[config.mk]
export PLATFORM = sky130hd
export DESIGN_NAME = alu_serial_addsub_flat
export DESIGN_NICKNAME = d
export VERILOG_FILES = /design/src/rtl/alu_serial_addsub_if.sv /design/src/rtl/alu_serial_addsub.sv /design/src/flat_wrapper.sv
export SDC_FILE = /design/constraint.sdc
export NUM_CORES = 1
export LEC_CHECK = 0
export BUFFER_PORTS_ARGS = -buffer_cell sky130_fd_sc_hd__buf_4
export CAP_MARGIN = 20
export CORE_ASPECT_RATIO = 1.4
export CORE_MARGIN = 2
export CORE_UTILIZATION = 45
export DETAILED_ROUTE_END_ITERATION = 8
export PLACE_DENSITY = 0.66
export SLEW_MARGIN = 25
export SYNTH_ARGS = -nofsm -noshare
export SYNTH_HDL_FRONTEND = slang
export SYNTH_SLANG_ARGS = --single-unit
[constraint.sdc]
create_clock -name clk -period 11.4 [get_ports clk]
set_clock_uncertainty 0.2 [all_clocks]
set_input_delay 1.71 -clock clk [delete_from_list [all_inputs] [get_ports clk]]
set_output_delay 1.71 -clock clk [all_outputs]
set_load 0.02 [all_outputs]
[src/rtl/alu_serial_addsub_if.sv]
// alu_serial_addsub_if: start/done handshake, operands, result and
// condition-code bundle for the serial add/subtract unit.
// master = requester (execute stage), slave = the arithmetic unit.
interface alu_serial_addsub_if #(
    parameter int WIDTH = 64
);
    logic             start;
    logic [1:0]       op;
    logic [WIDTH-1:0] a;
    logic [WIDTH-1:0] b;
    logic             busy;
    logic             done;
    logic [WIDTH-1:0] result;
    logic             zf;
    logic             sf;
    logic             of;
    logic             cf;

    modport master (
        output start, op, a, b,
        input  busy, done, result, zf, sf, of, cf
    );

    modport slave (
        input  start, op, a, b,
        output busy, done, result, zf, sf, of, cf
    );
endinterface

[src/rtl/alu_serial_addsub.sv]
// alu_serial_addsub: multi-cycle add/sub (and optionally and/xor) unit that
// processes CHUNK bits per clock, LSB slice first, carrying between slices
// in a register, and produces y86-64 condition codes on completion.
// Optional macro ALU_SERIAL_LOGIC_OPS_EN enables op 2 (and) / op 3 (xor);
// without it only op[0] is decoded (op 2 = add, op 3 = sub).
module alu_serial_addsub #(
    parameter int WIDTH = 64,
    parameter int CHUNK = 16
) (
    input  logic                 clk,
    input  logic                 rst_n,
    alu_serial_addsub_if.slave   bus
);
    localparam int K  = WIDTH / CHUNK;
    localparam int IW = (K > 1) ? $clog2(K) : 1;

    localparam logic [1:0] S_IDLE = 2'd0;
    localparam logic [1:0] S_RUN  = 2'd1;
    localparam logic [1:0] S_DONE = 2'd2;

    logic [1:0]       r_state;
    logic [WIDTH-1:0] r_a;
    logic [WIDTH-1:0] r_b;        // b, already inverted for subtraction
    logic [WIDTH-1:0] r_work;     // slice-by-slice working result
    logic [WIDTH-1:0] r_result;   // visible result, updated only on completion
    logic             r_sub;
    logic             r_carry;
    logic [IW-1:0]    r_idx;
    logic             r_zf;
    logic             r_sf;
    logic             r_of;
    logic             r_cf;
`ifdef ALU_SERIAL_LOGIC_OPS_EN
    logic             r_logic;
    logic             r_xor;
`endif

    logic             w_accept;
    logic             w_last;
    logic             w_is_sub_in;
    logic             w_is_logic;
    logic [CHUNK-1:0] w_a_sl [K];
    logic [CHUNK-1:0] w_b_sl [K];
    logic [CHUNK-1:0] w_a_cur;
    logic [CHUNK-1:0] w_b_cur;
    logic [CHUNK:0]   w_sum;
    logic [CHUNK-1:0] w_slice;
    logic [WIDTH-1:0] w_final;
    logic             w_of;
    logic             w_cf;

    // Start is ignored only while slices are in flight; DONE accepts back-to-back.
    assign w_accept = bus.start && (r_state != S_RUN);
    assign w_last   = (r_idx == IW'(K - 1));

`ifdef ALU_SERIAL_LOGIC_OPS_EN
    assign w_is_sub_in = (bus.op == 2'd1);
    assign w_is_logic  = r_logic;
`else
    assign w_is_sub_in = bus.op[0];
    assign w_is_logic  = 1'b0;
`endif

    // Slice views of the latched operands and the merged working word.
    for (genvar gi = 0; gi < K; gi++) begin : g_slice
        assign w_a_sl[gi] = r_a[gi*CHUNK +: CHUNK];
        assign w_b_sl[gi] = r_b[gi*CHUNK +: CHUNK];
        assign w_final[gi*CHUNK +: CHUNK] =
            (r_idx == IW'(gi)) ? w_slice : r_work[gi*CHUNK +: CHUNK];
    end

    assign w_a_cur = w_a_sl[r_idx];
    assign w_b_cur = w_b_sl[r_idx];
    assign w_sum   = {1'b0, w_a_cur} + {1'b0, w_b_cur} + {{CHUNK{1'b0}}, r_carry};

    // Per-slice result: adder output, or the bitwise op when enabled.
    always_comb begin
        w_slice = w_sum[CHUNK-1:0];
`ifdef ALU_SERIAL_LOGIC_OPS_EN
        if (r_logic) begin
            w_slice = r_xor ? (w_a_cur ^ w_b_cur) : (w_a_cur & w_b_cur);
        end
`endif
    end

    // r_b holds ~b for sub, so "b_msb differs from a_msb" becomes "b'_msb matches".
    assign w_of = !w_is_logic && (r_a[WIDTH-1] == r_b[WIDTH-1])
                              && (w_final[WIDTH-1] != r_a[WIDTH-1]);
    assign w_cf = !w_is_logic && (w_sum[CHUNK] ^ r_sub);

    // Control FSM, operand latch, slice datapath and completion flags.
    always_ff @(posedge clk) begin
        if (!rst_n) begin
            r_state  <= S_IDLE;
            r_a      <= '0;
            r_b      <= '0;
            r_work   <= '0;
            r_result <= '0;
            r_sub    <= 1'b0;
            r_carry  <= 1'b0;
            r_idx    <= '0;
            r_zf     <= 1'b0;
            r_sf     <= 1'b0;
            r_of     <= 1'b0;
            r_cf     <= 1'b0;
`ifdef ALU_SERIAL_LOGIC_OPS_EN
            r_logic  <= 1'b0;
            r_xor    <= 1'b0;
`endif
        end else begin
            if (w_accept) begin
                r_a     <= bus.a;
                r_b     <= w_is_sub_in ? ~bus.b : bus.b;
                r_sub   <= w_is_sub_in;
                r_carry <= w_is_sub_in;
                r_idx   <= '0;
`ifdef ALU_SERIAL_LOGIC_OPS_EN
                r_logic <= bus.op[1];
                r_xor   <= bus.op[0];
`endif
            end
            case (r_state)
                S_IDLE: begin
                    if (bus.start) r_state <= S_RUN;
                end
                S_RUN: begin
                    r_work  <= w_final;
                    r_carry <= w_sum[CHUNK];
                    r_idx   <= r_idx + IW'(1);
                    if (w_last) begin
                        r_state  <= S_DONE;
                        r_result <= w_final;
                        r_zf     <= (w_final == '0);
                        r_sf     <= w_final[WIDTH-1];
                        r_of     <= w_of;
                        r_cf     <= w_cf;
                    end
                end
                S_DONE: begin
                    r_state <= bus.start ? S_RUN : S_IDLE;
                end
                default: r_state <= S_IDLE;
            endcase
        end
    end

    assign bus.busy   = (r_state == S_RUN);
    assign bus.done   = (r_state == S_DONE);
    assign bus.result = r_result;
    assign bus.zf     = r_zf;
    assign bus.sf     = r_sf;
    assign bus.of     = r_of;
    assign bus.cf     = r_cf;
endmodule

[src/flat_wrapper.sv]
// flat-port wrapper written by rule: the top's interface ports become plain ports
module alu_serial_addsub_flat 
#(
    parameter int WIDTH = 64,
    parameter int CHUNK = 16
)
  (clk, rst_n, bus_start, bus_op, bus_a, bus_b, bus_busy, bus_done, bus_result, bus_zf, bus_sf, bus_of, bus_cf);
  alu_serial_addsub_if #(.WIDTH(WIDTH)) bus_i ();
  input  logic clk;
  input  logic rst_n;
  input wire logic [$bits(bus_i.start)-1:0] bus_start;
  input wire logic [$bits(bus_i.op)-1:0] bus_op;
  input wire logic [$bits(bus_i.a)-1:0] bus_a;
  input wire logic [$bits(bus_i.b)-1:0] bus_b;
  output wire logic [$bits(bus_i.busy)-1:0] bus_busy;
  output wire logic [$bits(bus_i.done)-1:0] bus_done;
  output wire logic [$bits(bus_i.result)-1:0] bus_result;
  output wire logic [$bits(bus_i.zf)-1:0] bus_zf;
  output wire logic [$bits(bus_i.sf)-1:0] bus_sf;
  output wire logic [$bits(bus_i.of)-1:0] bus_of;
  output wire logic [$bits(bus_i.cf)-1:0] bus_cf;
  assign bus_i.start = bus_start;
  assign bus_i.op = bus_op;
  assign bus_i.a = bus_a;
  assign bus_i.b = bus_b;
  assign bus_busy = bus_i.busy;
  assign bus_done = bus_i.done;
  assign bus_result = bus_i.result;
  assign bus_zf = bus_i.zf;
  assign bus_sf = bus_i.sf;
  assign bus_of = bus_i.of;
  assign bus_cf = bus_i.cf;
  alu_serial_addsub #(.WIDTH(WIDTH), .CHUNK(CHUNK)) u_core (.clk(clk), .rst_n(rst_n), .bus(bus_i));
endmodule
==> impl_metrics.csv <==
group,metric,value,unit
status,status,"completed",
critical_path,r2r_slack,6.55,ns
clock_tree,cts_hold_buf,0,
final_layout,fillers,2491,
clock_tree,cts_setup_buffers,0,
synthesis,synth_area_leader_cell,"dfxtp_1",
detailed_routing,routed_wl,33000,microns
detailed_routing,viasPerCell,5.45,
clock_tree,cts_buffer_depth,3,
die,rows,70,
clock_tree,cts_resized,0,
synthesis,synthCells,1379,
critical_path,slowest_stage,"dfxtp_2",
sta,hold_viol_final,0,
die,pin_count,203,
global_route,grt_pass1_vias,9709,
critical_path,crit_end,"u_core.bus.zf",
die,core,0.0261,sq mm
sta,whs,0.254,ns
global_route,grt_pass1_wl,51900,microns
clock_tree,path_clk_slew,0.06,ns
placed_design,gp_congestion,0.909,
global_route,grt_use_total,0.233,
detailed_routing,detail_route.wl_per_cell,17.8,microns
power_and_ir_drop,finalPower,0.00221,W
critical_path,critPathBufInv,3,
synthesis,yosysWarnings,0,
clock_tree,numCtsBuffers,25,
critical_path,r2r_cells,15,
detailed_routing,ant_nets,0,
synthesis,syn_avg_cell_area,8.63,sq um
sta,grt_setup_unrepaired,"false",
critical_path,r2r-start,"u_core.r_idx[0]",
critical_path,critPathMaxStageDelay,0.64,ns
min_path,holdCritPathClass,"register to register",
power_and_ir_drop,irDropWorstVdd,101,uV
clock_tree,tritoncts,"yes",
synthesis,synth-edff-count,0,
global_route,grt_max_degree,134,
critical_path,cp_cell_sequence,"buf_4 > mux4_2 > inv_1 > fa_1 > fa_1 > xnor2_1 > buf_4 > a2111oi_2 > a21oi_1 > or3_1 > a2111oi_2 > nand4_1 > nor4b_2 > nand4_1 > nand2_1",
critical_path,worstSetupPathType,"register to register",
critical_path,path_delay_family,"simple AND/OR/NAND/NOR gates",
critical_path,worstPathRequired,11.65,ns
sta,slew_headroom,0.307,
power_and_ir_drop,leakagePower,5.57,nW
synthesis,yosys.area.top_type_share,0.421,
sta,fin_setup_tns,0,ns
final_layout,area_delta_synth_final,20.6,%
global_route,antenna_found_initial,0,
critical_path,crit_arrival,5.10,ns
final_layout,drive_gt1_frac,0.207,
detailed_routing,first_pass_iters,5,
sta,fmax,206,MHz
job,cap_violations,0,
clock_tree,clockRootBuffer,"clkbuf_16",
placed_design,portBuffers,201,
global_route,grt.overflow.total,0,
synthesis,synth_flop_cell,"dfxtp_1",
synthesis,ys_ff_latch,250,
critical_path,worstReg2RegEnd,"u_core.bus.zf",
die,initial_core_util,0.456,
final_layout,nets,1663,
clock_tree,htreeDepth,1,
critical_path,crit_fanout,22,
die,die_h,196,microns
detailed_routing,drc,0,
sta,timing_worst_slew_pin_value,1.04,ns
synthesis,synth_fp_nets,1533,
die,die_area,0.0278,sq mm
die,die_x,141,microns
detailed_routing,dr_total_vias,10088,
sta,final.period_utilization,0.425,
synthesis,synthTopCellsByArea,"dfxtp_1 42%, nand2_1 8.4%, a211oi_1 6.9%",
critical_path,cp-start-kind,"register",
clock_tree,clk_latency,0.52,ns
sta,min_period,4.85,ns
final_layout,antennaDiodeCount,0,
clock_tree,clkSinkCount,250,
sta,setup_violations,0,
synthesis,synthDistinctLibCells,69,
power_and_ir_drop,p_per_area,154,mW/mm^2
synthesis,synth_seq_area_share,0.421,
critical_path,cp_num_cells,15,
synthesis,async_flop_share,0,
critical_path,crit_start,"u_core.r_idx[0]",
synthesis,synthesis.area,0.0119,sq mm
placed_design,hpwl,22800,microns
detailed_routing,drt_iter0_markers,597,
sta,slew_viol_final,0,
critical_path,critPathCaptureType,"register",
[power breakdown]
part	internal (W)	total, W	switching, W
clock	0.000532	0.000873	0.000340
sequential	0.000917	0.000942	0.0000248
combinational	0.000158	0.000399	0.000240
[synth_stat cells (7+ instances only)]
library cell,n
nand2_1,267
and2_1,7
o211a_1,9
ha_1,19
a21oi_1,145
o21ai_0,18
mux4_2,32
nor2_1,151
nand4_1,8
mux2i_1,37
buf_1,12
nand3_1,7
clkbuf_1,92
nor4_1,11
xnor2_1,72
nor3_1,11
a21o_1,8
o211ai_1,10
inv_1,13
dfxtp_1,250
a211oi_1,110
[metrics by stage]
stage	cell area [sq um]	utilization	std cells	setup WS, ns
after floorplan	11900	-	1379	7.26
after global placement	13500	0.516	1805	6.49
after detailed placement	13500	0.516	1805	6.49
after CTS	14300	0.549	1849	6.46
after global routing	14400	0.550	1850	6.24
final	14400	0.550	1850	6.55
[how the worst min path moves through the flow]
stage                    from  slack, ns  cells after the start        endpoint
3_3_place_gp    u_core.r_a[6]       0.24                      2   u_core.r_a[6]
2_1_floorplan  u_core.r_a[32]       0.23                      2  u_core.r_a[32]
3_5_place_dp    u_core.r_a[1]       0.25                      2   u_core.r_a[1]
4_1_cts         u_core.r_a[0]       0.26                      2   u_core.r_a[0]
6_report       u_core.r_a[28]       0.25                      2  u_core.r_a[28]
5_1_grt        u_core.r_a[15]       0.27                      2  u_core.r_a[15]
[worst reg2reg max path: stages, from the launching register on]
cell	delay, ns
dfxtp_2	0.64
buf_4	0.50
mux4_2	0.33
inv_1	0.09
fa_1	0.46
fa_1	0.41
xnor2_1	0.14
buf_4	0.20
a2111oi_2	0.47
a21oi_1	0.07
or3_1	0.41
a2111oi_2	0.30
nand4_1	0.16
nor4b_2	0.22
nand4_1	0.11
nand2_1	0.08
[layer usage]
| metal | global-route usage | wire [microns] | vias to the layer above |
|---|---|---|---|
| li1 | - | - | 5087 |
| met1 | 0.285 | 13400 | 4660 |
| met2 | 0.420 | 16900 | 286 |
| met3 | 0.0287 | 1500 | 55 |
| met4 | 0.0841 | 1190 | 0 |
| met5 | 0 | 0 | - |
[sequential cells by signal, summed over array words and instances (netlist names), 2 cells and up]
signal	cells
u_core.bus.result	63
u_core.r_state	2
u_core.r_a	64
u_core.r_b	64
u_core.r_idx	2
u_core.r_work	49
[cell usage in the layout, fill, tap and decap left out, drive strengths merged, types with 9 or more instances in the layout]
master,n
a211oi,112
a21oi,147
buf,221
clkbuf,37
dfxtp,250
ha,19
inv,15
mux2i,37
mux4,32
nand2,267
nor2,151
nor3,13
nor4,11
o211a,9
o211ai,10
o21ai,20
xnor2,73
[kinds of logic after synthesis]
group	Yosys count	synth area share
simple gates	487	0.170
compound gates	343	0.190
flops	250	0.421
buf+inv	133	0.0483
xor+xnor	76	0.0566
mux	69	0.0917
fa+ha+maj	21	0.0233
[area by class of cell]
type / instances / area (sq um) / area share
Multi-Input combinational cell: 996 / 6340 / 0.442
Sequential cell: 250 / 5010 / 0.349
Timing Repair Buffer: 221 / 1670 / 0.116
Clock buffer: 37 / 731 / 0.0509
Tap cell: 324 / 405 / 0.0282
Clock inverter: 7 / 140 / 0.00976
Inverter: 15 / 61.3 / 0.00427
No activity file was read; power rests on OpenSTA's default activity.
